### config.mk
export PLATFORM = sky130hd
export DESIGN_NAME = uart_rx_fifo
export DESIGN_NICKNAME = d
export VERILOG_FILES = /design/src/rtl/uart_defs.sv /design/src/rtl/uart_rx_fifo_sync_fifo_fwft.sv /design/src/rtl/uart_rx_fifo.sv
export SDC_FILE = /design/constraint.sdc
export NUM_CORES = 1
export LEC_CHECK = 0
export ABC_AREA = 1
export BUFFER_PORTS_ARGS = -buffer_cell sky130_fd_sc_hd__buf_2
export CAP_MARGIN = 15
export CORE_MARGIN = 2
export CORE_UTILIZATION = 50
export CTS_BUF_LIST = sky130_fd_sc_hd__clkbuf_8
export CTS_CLUSTER_DIAMETER = 80
export DETAILED_ROUTE_END_ITERATION = 8
export GPL_TIMING_DRIVEN = 0
export PLACE_DENSITY = 0.69
export RECOVER_POWER = 100
export SETUP_SLACK_MARGIN = 0.15
export SLEW_MARGIN = 10
export SYNTH_ARGS = -nofsm -noshare
export SYNTH_HDL_FRONTEND = slang
export SYNTH_SLANG_ARGS = --single-unit
### constraint.sdc
create_clock -name clk -period 1.9 [get_ports clk]
set_input_delay 0.19 -clock clk [delete_from_list [all_inputs] [get_ports clk]]
set_output_delay 0.19 -clock clk [all_outputs]
set_load 0.02 [all_outputs]
### src/rtl/uart_defs.sv
// Shared definitions for the UART receive path: FSM states, oversampling
// constants and the layout of one received-byte FIFO entry.
package uart_defs;

   typedef enum logic [2:0] {
      ST_IDLE      = 3'd0,
      ST_START     = 3'd1,
      ST_DATA      = 3'd2,
      ST_PARITY    = 3'd3,
      ST_STOP      = 3'd4,
      ST_WAIT_IDLE = 3'd5
   } rx_state_e;

   localparam int OVERSAMPLE = 16;
   localparam int MID_SAMPLE = 8;

   localparam int ENT_PE = 8;
   localparam int ENT_FE = 9;
   localparam int ENT_BI = 10;
   localparam int ENT_W  = 11;

   function automatic logic [ENT_W-1:0] pack_entry(input logic [7:0] d,
                                                    input logic pe,
                                                    input logic fe,
                                                    input logic bi);
      return {bi, fe, pe, d};
   endfunction

endpackage

### src/rtl/uart_rx_fifo_sync_fifo_fwft.sv
// Fall-through synchronous FIFO: the head entry is presented combinationally,
// a push while full without a simultaneous pop is dropped and flagged.
module sync_fifo_fwft #(
   parameter int W  = 11,
   parameter int AW = 4
) (
   input  logic          clk,
   input  logic          rst,
   input  logic          i_push,
   input  logic [W-1:0]  i_din,
   input  logic          i_pop,
   output logic [W-1:0]  o_dout,
   output logic          o_empty,
   output logic          o_full,
   output logic [AW:0]   o_count,
   output logic          o_drop
);

   localparam int DEPTH = 2 ** AW;
   localparam logic [AW:0] FULL_CNT = (AW+1)'(DEPTH);

   logic [W-1:0]  r_mem [DEPTH];
   logic [AW-1:0] r_wr_ptr;
   logic [AW-1:0] r_rd_ptr;
   logic [AW:0]   r_count;
   logic          w_do_push;
   logic          w_do_pop;

   assign o_empty   = (r_count == '0);
   assign o_full    = (r_count == FULL_CNT);
   assign o_count   = r_count;
   assign w_do_pop  = i_pop & ~o_empty;
   // A full FIFO still accepts a push when the head leaves in the same cycle.
   assign w_do_push = i_push & (~o_full | w_do_pop);
   assign o_drop    = i_push & ~w_do_push;
   assign o_dout    = o_empty ? '0 : r_mem[r_rd_ptr];

   always_ff @(posedge clk) begin
      if (w_do_push) begin
         r_mem[r_wr_ptr] <= i_din;
      end
   end

   always_ff @(posedge clk or negedge rst) begin
      if (!rst) begin
         r_wr_ptr <= '0;
         r_rd_ptr <= '0;
         r_count  <= '0;
      end else begin
         if (w_do_push) begin
            r_wr_ptr <= r_wr_ptr + 1'b1;
         end
         if (w_do_pop) begin
            r_rd_ptr <= r_rd_ptr + 1'b1;
         end
         case ({w_do_push, w_do_pop})
            2'b10:   r_count <= r_count + 1'b1;
            2'b01:   r_count <= r_count - 1'b1;
            default: r_count <= r_count;
         endcase
      end
   end

endmodule

### src/rtl/uart_rx_fifo.sv
// UART receiver: 16x oversampling, 8 data bits, optional parity, one stop
// bit, with each byte and its error flags queued in a fall-through FIFO.
module uart_rx_fifo
   import uart_defs::*;
#(
   parameter int FIFO_AW = 4,
   parameter int DIV_W   = 16
) (
   input  logic             clk,
   input  logic             rst,
   input  logic             rx,
   input  logic [DIV_W-1:0] divisor,
   input  logic             parity_en,
   input  logic             parity_even,
   input  logic             rd,
   input  logic             lsr_rd,
   output logic [7:0]       rx_dat_o,
   output logic             rx_pe_o,
   output logic             rx_fe_o,
   output logic             rx_bi_o,
   output logic             rx_empty_o,
   output logic [FIFO_AW:0] rx_count_o,
   output logic             overrun_o,
   output rx_state_e        dbg_state_o
);

   logic [DIV_W-1:0] r_tick_cnt;
   logic [DIV_W-1:0] w_reload;
   logic             w_tick;
   logic             r_rx_meta;
   logic             r_rx_s;
   rx_state_e        r_state;
   logic [3:0]       r_smp_cnt;
   logic [2:0]       r_bit_idx;
   logic [7:0]       r_data;
   logic             r_pbit;
   logic             r_par_en;
   logic             r_par_even;
   logic             r_push;
   logic [ENT_W-1:0] r_push_ent;
   logic             w_pe;
   logic             w_bi;
   logic             w_bit_end;
   logic             w_mid_start;
   logic [ENT_W-1:0] w_head;
   logic             w_full;
   logic             w_drop;

   assign w_reload = (divisor == '0) ? '0 : divisor - 1'b1;
   assign w_tick   = (r_tick_cnt == '0);

   always_ff @(posedge clk or negedge rst) begin
      if (!rst) begin
         r_tick_cnt <= '0;
      end else if (w_tick) begin
         r_tick_cnt <= w_reload;
      end else begin
         r_tick_cnt <= r_tick_cnt - 1'b1;
      end
   end

   always_ff @(posedge clk or negedge rst) begin
      if (!rst) begin
         r_rx_meta <= 1'b1;
         r_rx_s    <= 1'b1;
      end else begin
         r_rx_meta <= rx;
         r_rx_s    <= r_rx_meta;
      end
   end

   assign w_mid_start = w_tick & (r_smp_cnt == 4'(MID_SAMPLE - 1));
   assign w_bit_end   = w_tick & (r_smp_cnt == 4'(OVERSAMPLE - 1));
   // Parity error when the ones-count of data plus parity bit has the wrong sense.
   assign w_pe = r_par_en & (^{r_data, r_pbit} ^ ~r_par_even);
   assign w_bi = ~r_rx_s & (r_data == 8'h00) & (~r_pbit | ~r_par_en);

   always_ff @(posedge clk or negedge rst) begin
      if (!rst) begin
         r_state    <= ST_IDLE;
         r_smp_cnt  <= '0;
         r_bit_idx  <= '0;
         r_data     <= '0;
         r_pbit     <= 1'b0;
         r_par_en   <= 1'b0;
         r_par_even <= 1'b0;
         r_push     <= 1'b0;
         r_push_ent <= '0;
      end else begin
         r_push <= 1'b0;
         if (w_tick && !w_bit_end && r_state inside {ST_DATA, ST_PARITY, ST_STOP}) begin
            r_smp_cnt <= r_smp_cnt + 4'd1;
         end
         case (r_state)
            ST_IDLE: begin
               if (!r_rx_s) begin
                  r_smp_cnt  <= '0;
                  r_pbit     <= 1'b0;
                  r_par_en   <= parity_en;
                  r_par_even <= parity_even;
                  r_state    <= ST_START;
               end
            end
            ST_START: begin
               if (w_mid_start) begin
                  r_smp_cnt <= '0;
                  r_bit_idx <= '0;
                  r_state   <= r_rx_s ? ST_IDLE : ST_DATA;
               end else if (w_tick) begin
                  r_smp_cnt <= r_smp_cnt + 4'd1;
               end
            end
            ST_DATA: begin
               if (w_bit_end) begin
                  r_smp_cnt <= '0;
                  r_data    <= {r_rx_s, r_data[7:1]};
                  r_bit_idx <= r_bit_idx + 3'd1;
                  if (r_bit_idx == 3'd7) begin
                     r_state <= r_par_en ? ST_PARITY : ST_STOP;
                  end
               end
            end
            ST_PARITY: begin
               if (w_bit_end) begin
                  r_smp_cnt <= '0;
                  r_pbit    <= r_rx_s;
                  r_state   <= ST_STOP;
               end
            end
            ST_STOP: begin
               if (w_bit_end) begin
                  r_smp_cnt  <= '0;
                  r_push     <= 1'b1;
                  r_push_ent <= pack_entry(r_data, w_pe, ~r_rx_s, w_bi);
                  r_state    <= r_rx_s ? ST_IDLE : ST_WAIT_IDLE;
               end
            end
            ST_WAIT_IDLE: begin
               if (r_rx_s) begin
                  r_state <= ST_IDLE;
               end
            end
            default: r_state <= ST_IDLE;
         endcase
      end
   end

   sync_fifo_fwft #(
      .W  (ENT_W),
      .AW (FIFO_AW)
   ) u_fifo (
      .clk     (clk),
      .rst     (rst),
      .i_push  (r_push),
      .i_din   (r_push_ent),
      .i_pop   (rd),
      .o_dout  (w_head),
      .o_empty (rx_empty_o),
      .o_full  (w_full),
      .o_count (rx_count_o),
      .o_drop  (w_drop)
   );

   // Set has priority so an overrun coinciding with an LSR read is not lost.
   always_ff @(posedge clk or negedge rst) begin
      if (!rst) begin
         overrun_o <= 1'b0;
      end else if (w_drop) begin
         overrun_o <= 1'b1;
      end else if (lsr_rd) begin
         overrun_o <= 1'b0;
      end
   end

   assign rx_dat_o    = w_head[7:0];
   assign rx_pe_o     = w_head[ENT_PE];
   assign rx_fe_o     = w_head[ENT_FE];
   assign rx_bi_o     = w_head[ENT_BI];
   assign dbg_state_o = r_state;

endmodule

Word-level counts from Yosys, hierarchy flattened
Memory sizes are Yosys's and may differ from the RTL's. Index checks and enable logic that the tools add are counted.

$add $sub $neg: 8. Equality and inequality tests: 18. Muxes and demuxes: 33. Bitwise logic cells: 18. Reductions and logical operators: 21.

Operators with widths (count): 2-to-1 mux 3 bit (11); logical NOT 16 bit (2); 2-to-1 mux 16 bit (2); subtractor 16 x 1 -> 16 bit (second input constant) (2); 2-to-1 mux 4 bit (5); case mux 3 bit (6 select lines) (1); adder 4 x 1 -> 4 bit (second input constant) (3); inequality test 2 bit (second input constant) (6); case mux 4 bit (3 select lines) (1); 2-to-1 mux 11 bit (1); case mux 5 bit (2 select lines) (1); equality test 3 bit (second input constant) (3); parity 9 bit (1); AND 1 bit (8); logical NOT 8 bit (1); 2-to-1 mux 1 bit (8); nonzero test 2 bit (4); inverter 1 bit (7); AND reduction 7 bit (1); equality test 3 x 2 -> 1 bit (second input constant) (2); case mux 3 bit (2 select lines) (1); AND reduction 2 bit (3); AND reduction 3 bit (2); adder 5 x 1 -> 5 bit (second input constant) (1); 19 further kinds (21).

Register bits after elaboration: 65. Memory bits (writable): 176. Input bits: 23. Output and inout port bits: 21. Word-level logic and storage cells: 115. Memories kept: 1.

Memory list: u_fifo.r_mem (depth 16, width 11, read ports 1, clocked after memory_dff 0, write ports 1, RTL line uart_rx_fifo_sync_fifo_fwft.sv:22) `logic [W-1:0] r_mem [DEPTH];`.

Depth between registers and ports, before layout
Depth after elaboration: 9. Depth in mapped cells: 14.

Modules after synthesis
Synthesis repeated with hierarchy kept, for this count alone.

Cells, all modules: 1123. Area total of the unflattened synthesis: 11101.9 um^2.

By module, submodules not included: sync_fifo_fwft (instances 1, cells each 687, area an instance 7912.6 um^2, sequential area each 5610.4 um^2); uart_rx_fifo (instances 1, cells each 436, area an instance 3189.3 um^2, sequential area each 1303.8 um^2).

Worst setup path before layout
OpenSTA, ideal clock, no wires.

Path type: register to register. Start: reg u_fifo.r_count[1], in the netlist u_fifo.o_count[1]. End: reg u_fifo.r_count[4], in the netlist u_fifo.o_count[4]. Library setup time: 0.113 ns. Arrival: 1.989 ns. Path slack: -0.202 ns. Stages on the path, launching flop included: 15. Clock period less this slack: 2.102 ns. Path through: dfrtp_1 -> nor2_1 -> nand3_1 -> nand2_1 -> nor2_1 -> inv_1 -> fa_1 -> o21ai_0 -> a21oi_1 -> inv_1 -> nand2_1 -> nand2_1 -> nand2_1 -> nand2_1 -> inv_1.

Cells in the longest elaborated chain, start to end: 7. Elaborated cells between the ends (all ways): 13.

RTL lines: start, declared (RTL line uart_rx_fifo_sync_fifo_fwft.sv:25) `logic [AW:0] r_count;`; start signal, assigned (RTL line uart_rx_fifo_sync_fifo_fwft.sv:57) `2'b10: r_count <= r_count + 1'b1;`; start signal, assigned (RTL line uart_rx_fifo_sync_fifo_fwft.sv:58) `2'b01: r_count <= r_count - 1'b1;`; start signal, assigned (RTL line uart_rx_fifo_sync_fifo_fwft.sv:59) `default: r_count <= r_count;`; logical NOT 5 bit (RTL line uart_rx_fifo_sync_fifo_fwft.sv:29) `assign o_empty = (r_count == '0);`; inverter 1 bit (RTL line uart_rx_fifo_sync_fifo_fwft.sv:32) `assign w_do_pop = i_pop & ~o_empty;`; AND 1 bit (RTL line uart_rx_fifo_sync_fifo_fwft.sv:32); OR 1 bit (RTL line uart_rx_fifo_sync_fifo_fwft.sv:34) `assign w_do_push = i_push & (~o_full | w_do_pop);`; AND 1 bit (RTL line uart_rx_fifo_sync_fifo_fwft.sv:34); equality test 2 x 1 -> 1 bit / equality test 2 bit (equally long branches) (RTL line uart_rx_fifo_sync_fifo_fwft.sv:56) `case ({w_do_push, w_do_pop})`; case mux 5 bit (2 select lines) / nonzero test 2 bit (equally long branches).

Parallel ways exist; a longest one is shown, timed or not. A chain may end at the register's enable or synchronous reset.

Final worst setup path
Start: reg u_fifo.r_rd_ptr[0]. End: out rx_dat_o[1].

Cells in the longest elaborated chain, start to end: 2.

RTL lines: start, declared (RTL line uart_rx_fifo_sync_fifo_fwft.sv:24) `logic [AW-1:0] r_rd_ptr;`; start signal, assigned (RTL line uart_rx_fifo_sync_fifo_fwft.sv:54) `r_rd_ptr <= r_rd_ptr + 1'b1;`; memory (16 x 11 bit); 2-to-1 mux 11 bit (RTL line uart_rx_fifo_sync_fifo_fwft.sv:36) `assign o_dout = o_empty ? '0 : r_mem[r_rd_ptr];`; end, declared (RTL line uart_rx_fifo.sv:17) `output logic [7:0] rx_dat_o,`.

Every way passes these cells.

==> results.md <==
- Ports: 44
- Clk Latency, worst-skew pair: 550 ps
- GR Util All Layers: 23.9%
- Layout net count: 1,311
- Layout cell share with drive strength beyond 1: 23.8%
- Final setup TNS: -24,970 ps
- Post-Syn Area: 0.0112 sq mm
- Top cells by area, synth: edfxtp_1 (47%), dfrtp_1 (14%), nand2_1 (13%)
- Post-synthesis mux area share: 0.101%
- Simple-gate share of the synthesized area: 25.9%
- Worst slew pin tran: 1540 ps
- Via count: 8,669
- Residual DRC: 0
- Sequential share of the synthesized area: 62.0%
- Final worst slack: -502 ps
- Core area: 0.0219 sq mm
- Site row count: 54
- Crit Path Max Fanout: 7
- Final ANT Viol Nets: 0
- Sequential Area: 0.00692 sq mm
- Syn nets: 1,171
- GR Overflow Total: 0
- CP cell instances: buf_6 -> clkinv_8 -> buf_8 -> buf_8 -> nand2_1 -> nand3_1 -> nand3_2 -> nand2_1 -> nand2_1 -> a21oi_2 -> buf_4
- Routed WL per cell: 18.4 microns
- First-pass GRT wire length: 43,800 microns
- Post-Route WL: 29,200 microns
- Yosys top cell by area: edfxtp_1
- CTS tree: built
- Clock-pin transition on the worst setup and hold timing paths: 60 ps
- Clock root cell: clkbuf_8
- Final Critical Period: 2400 ps
- Hold Violations, Final: 0
- Antenna Cells: 0
- Data required time at the worst endpoint: 1710 ps
- Largest family of logic cells by synthesized area: simple AND/OR/NAND/NOR gates
- Max cap viols: 1
- Netlist cell types: 39
- Fillers: 1,698
- Antenna violations before repair: 0
- Unrepaired setup endpoints after global routing: yes
- Cts bufs inserted: 41
- Worst vdd rail ir drop: 0.822 mV
- Hold WC Path Type: input pin to flop
- Placed Instances: 1,457
- Clk_skew: 31.0 ps
- Final-report max-slew violation count: 26
- H-tree Lvls: 2
- Part of the cycle the worst path needs: 126%
- Placer Congestion: 0.874
- First-pass DRT Iterations: 5
- Failing checks: capacitance limit, slew limit, setup timing
- Non-Filler Instances: 1,583
- Crit path kind: flop to primary output
- Post-synth top area share: 47.4%
- Area grow syn2layout: 24.7%
- Synth Area in Compound Gates: 3.49%
- Yosys Warn Count: 0
- PwrDens: 1150 mW/mm^2
- Commonest non-fill, non-tap cell in the layout: nand2_1
- PortBufs: 43
- Largest net degree at the start of global routing: 42
- Slew HR: -2.79%
- Adder-cell area share of the yosys netlist: 1.75%
- Crit path launch type: flop
- CP arrival: 2210 ps
- Syn_area_per_cell: 9.85 sq um
- Met3 usage: 4.03%
- CP most frequent cell: nand2_1
- Detailed Route Iter0 Violations: 957
- Reg2Reg Setup Slack: -180 ps
- Global routing's busiest layer: met2
- Final setup violation count: 177
- XOR/XNOR Fraction of Synth Area: 2.59%
- Leak: 6.03 nW
- Max clock buf depth: 3
- DP Wirelength: 17,700 microns
- Most frequent cells in the layout: nand2_1 (364), edfxtp_1 (176), nand3_1 (134), inv_1 (80), dfrtp_1 (58)
- Vias per std cell: 5.48
- Kind of cell adding the most delay to the critical path: buffers and inverters
- Multi-input logic area: 0.00427 sq mm
- Critical path capture point type: primary output
- Fmax: 0.416 GHz
- Crit path buf inv count: 5
- FF+latch count, synth: 241
- Met1 usage: 32.4%
- Area of the die: 0.0235 sq mm
- Die width: 153 microns
- # clock sinks: 241
- Die Ht: 153 microns
- Status: finished with violations
- Routing usage on met2: 38.9%
- Cells after Synth: 1,133
- Initial Util: 51.0%
- Largest stage delay, worst path: 420 ps
- Slowest cell on the critical path: dfrtp_1
- Vias in the first global route: 8,233
==> cell families (layout without fill, tap and decap cells) <==
logic type,after synthesis,after routing
flops,241,241
compound gates,64,64
fa+ha+maj,15,15
simple gates,669,669
buf+inv,110,280
xor+xnor,33,33
mux,1,1
==> cell type report <==
| cell class | count | share of cell area [%] |
|---|---|---|
| Multi-Input combinational cell | 782 | 30.7 |
| Buffer | 39 | 2.85 |
| Clock buffer | 43 | 4.25 |
| Tap cell | 280 | 2.52 |
| Clock inverter | 30 | 0.908 |
| Inverter | 71 | 2.06 |
| Sequential cell | 241 | 49.7 |
| Timing Repair Buffer | 97 | 7.00 |
==> what timing repair did <==
item	CTS	global route
pin swaps	38	45
setup buffers	23	15
hold endpoints to repair	72	0
hold buffers	10	0
gates cloned	4	1
setup endpoints to repair	206	230
gates resized for setup	184	67
==> sequential cells by signal, summed over array words and instances (netlist names), 4 cells and up <==
name,flops
u_fifo.r_mem,176
r_tick_cnt,16
r_push_ent,11
r_data,8
u_fifo.o_count,5
r_smp_cnt,4
u_fifo.r_rd_ptr,4
u_fifo.r_wr_ptr,4
==> cell usage after synthesis <==
library cell and number:
o21ai_0 22, edfxtp_1 176, inv_1 68, o22ai_1 1, a21oi_1 16, buf_4 4, or2_2 1, dfstp_2 2
a31oi_1 1, o31ai_1 1, nor2_1 71, nor2_2 6, o21ai_2 15, nand2_4 3, fa_1 1, dfrtp_1 63
buf_1 5, buf_6 3, mux2_2 1, nand2_2 3, nor3_1 4, nor2_8 2, o211ai_1 2, nand4_1 12
nand3_1 162, nor2_4 3, inv_2 3, ha_1 14, nand3b_1 2, nand2_8 1, nor4_1 2, a21o_1 1
buf_2 11, o21ai_1 5, xnor2_1 10, nand3_4 1, xor2_1 23, nand2_1 396, clkbuf_1 16
==> routing by layer <==
| layer | routed length, microns | vias to the layer above |
|---|---|---|
| met2 | 14100 | 354 |
| met5 | 0 | - |
| met1 | 11900 | 4141 |
| met3 | 2210 | 75 |
| li1 | - | 4099 |
| met4 | 933 | 0 |
==> power breakdown <==
part           total [mW]  leakage (nW)  switching [mW]  internal [mW]
Combinational        6.09          2.77            3.65           2.44
Clock                4.14         0.424            2.05           2.09
Sequential           5.82          2.83           0.113           5.71
==> worst register-to-register path, stage by stage (launching register included) <==
cell and delay [ps]:
dfrtp_2 370, nor2_1 70, clkbuf_4 140, nand3_2 80, nand2_1 150, inv_1 420
nand2_4 210, nor2_4 190, buf_12 160
==> through the flow <==
step / setup slack [ps] / instance area [sq um] / util [%] / hold WS, ps / total power [mW]
floorplan: 39.6 / 11200 / - / -106 / 8.52
global placement: -534 / 11700 / 53.6 / 295 / 9.90
detailed placement: -612 / 11800 / 53.7 / 137 / 9.96
CTS: -438 / 13500 / 61.8 / 1.12 / 15.4
global route: -561 / 13900 / 63.6 / 29.0 / 16.7
finish: -502 / 13900 / 63.6 / 10.9 / 16.1
==> final timing paths <==
path,from,to,depth (start not counted)
worst min register to register,r_rx_meta$_DFF_PN1_,r_rx_s$_DFF_PN1_,0
max in group asynchronous,rst,r_rx_s$_DFF_PN1_,3
min in group asynchronous,rst,u_fifo.r_rd_ptr[3]$_DFFE_PN0N_,2
worst min-delay path,rd,overrun_o$_DFFE_PN0P_,4
worst max register to register,u_fifo.o_count[1]$_DFFE_PN0P_,u_fifo.r_mem[13][1]$_DFFE_PP_,8
worst max-delay path,u_fifo.r_rd_ptr[0]$_DFFE_PN0N_,rx_dat_o[1],11
Note: power is estimated with default switching activity, not from simulation.
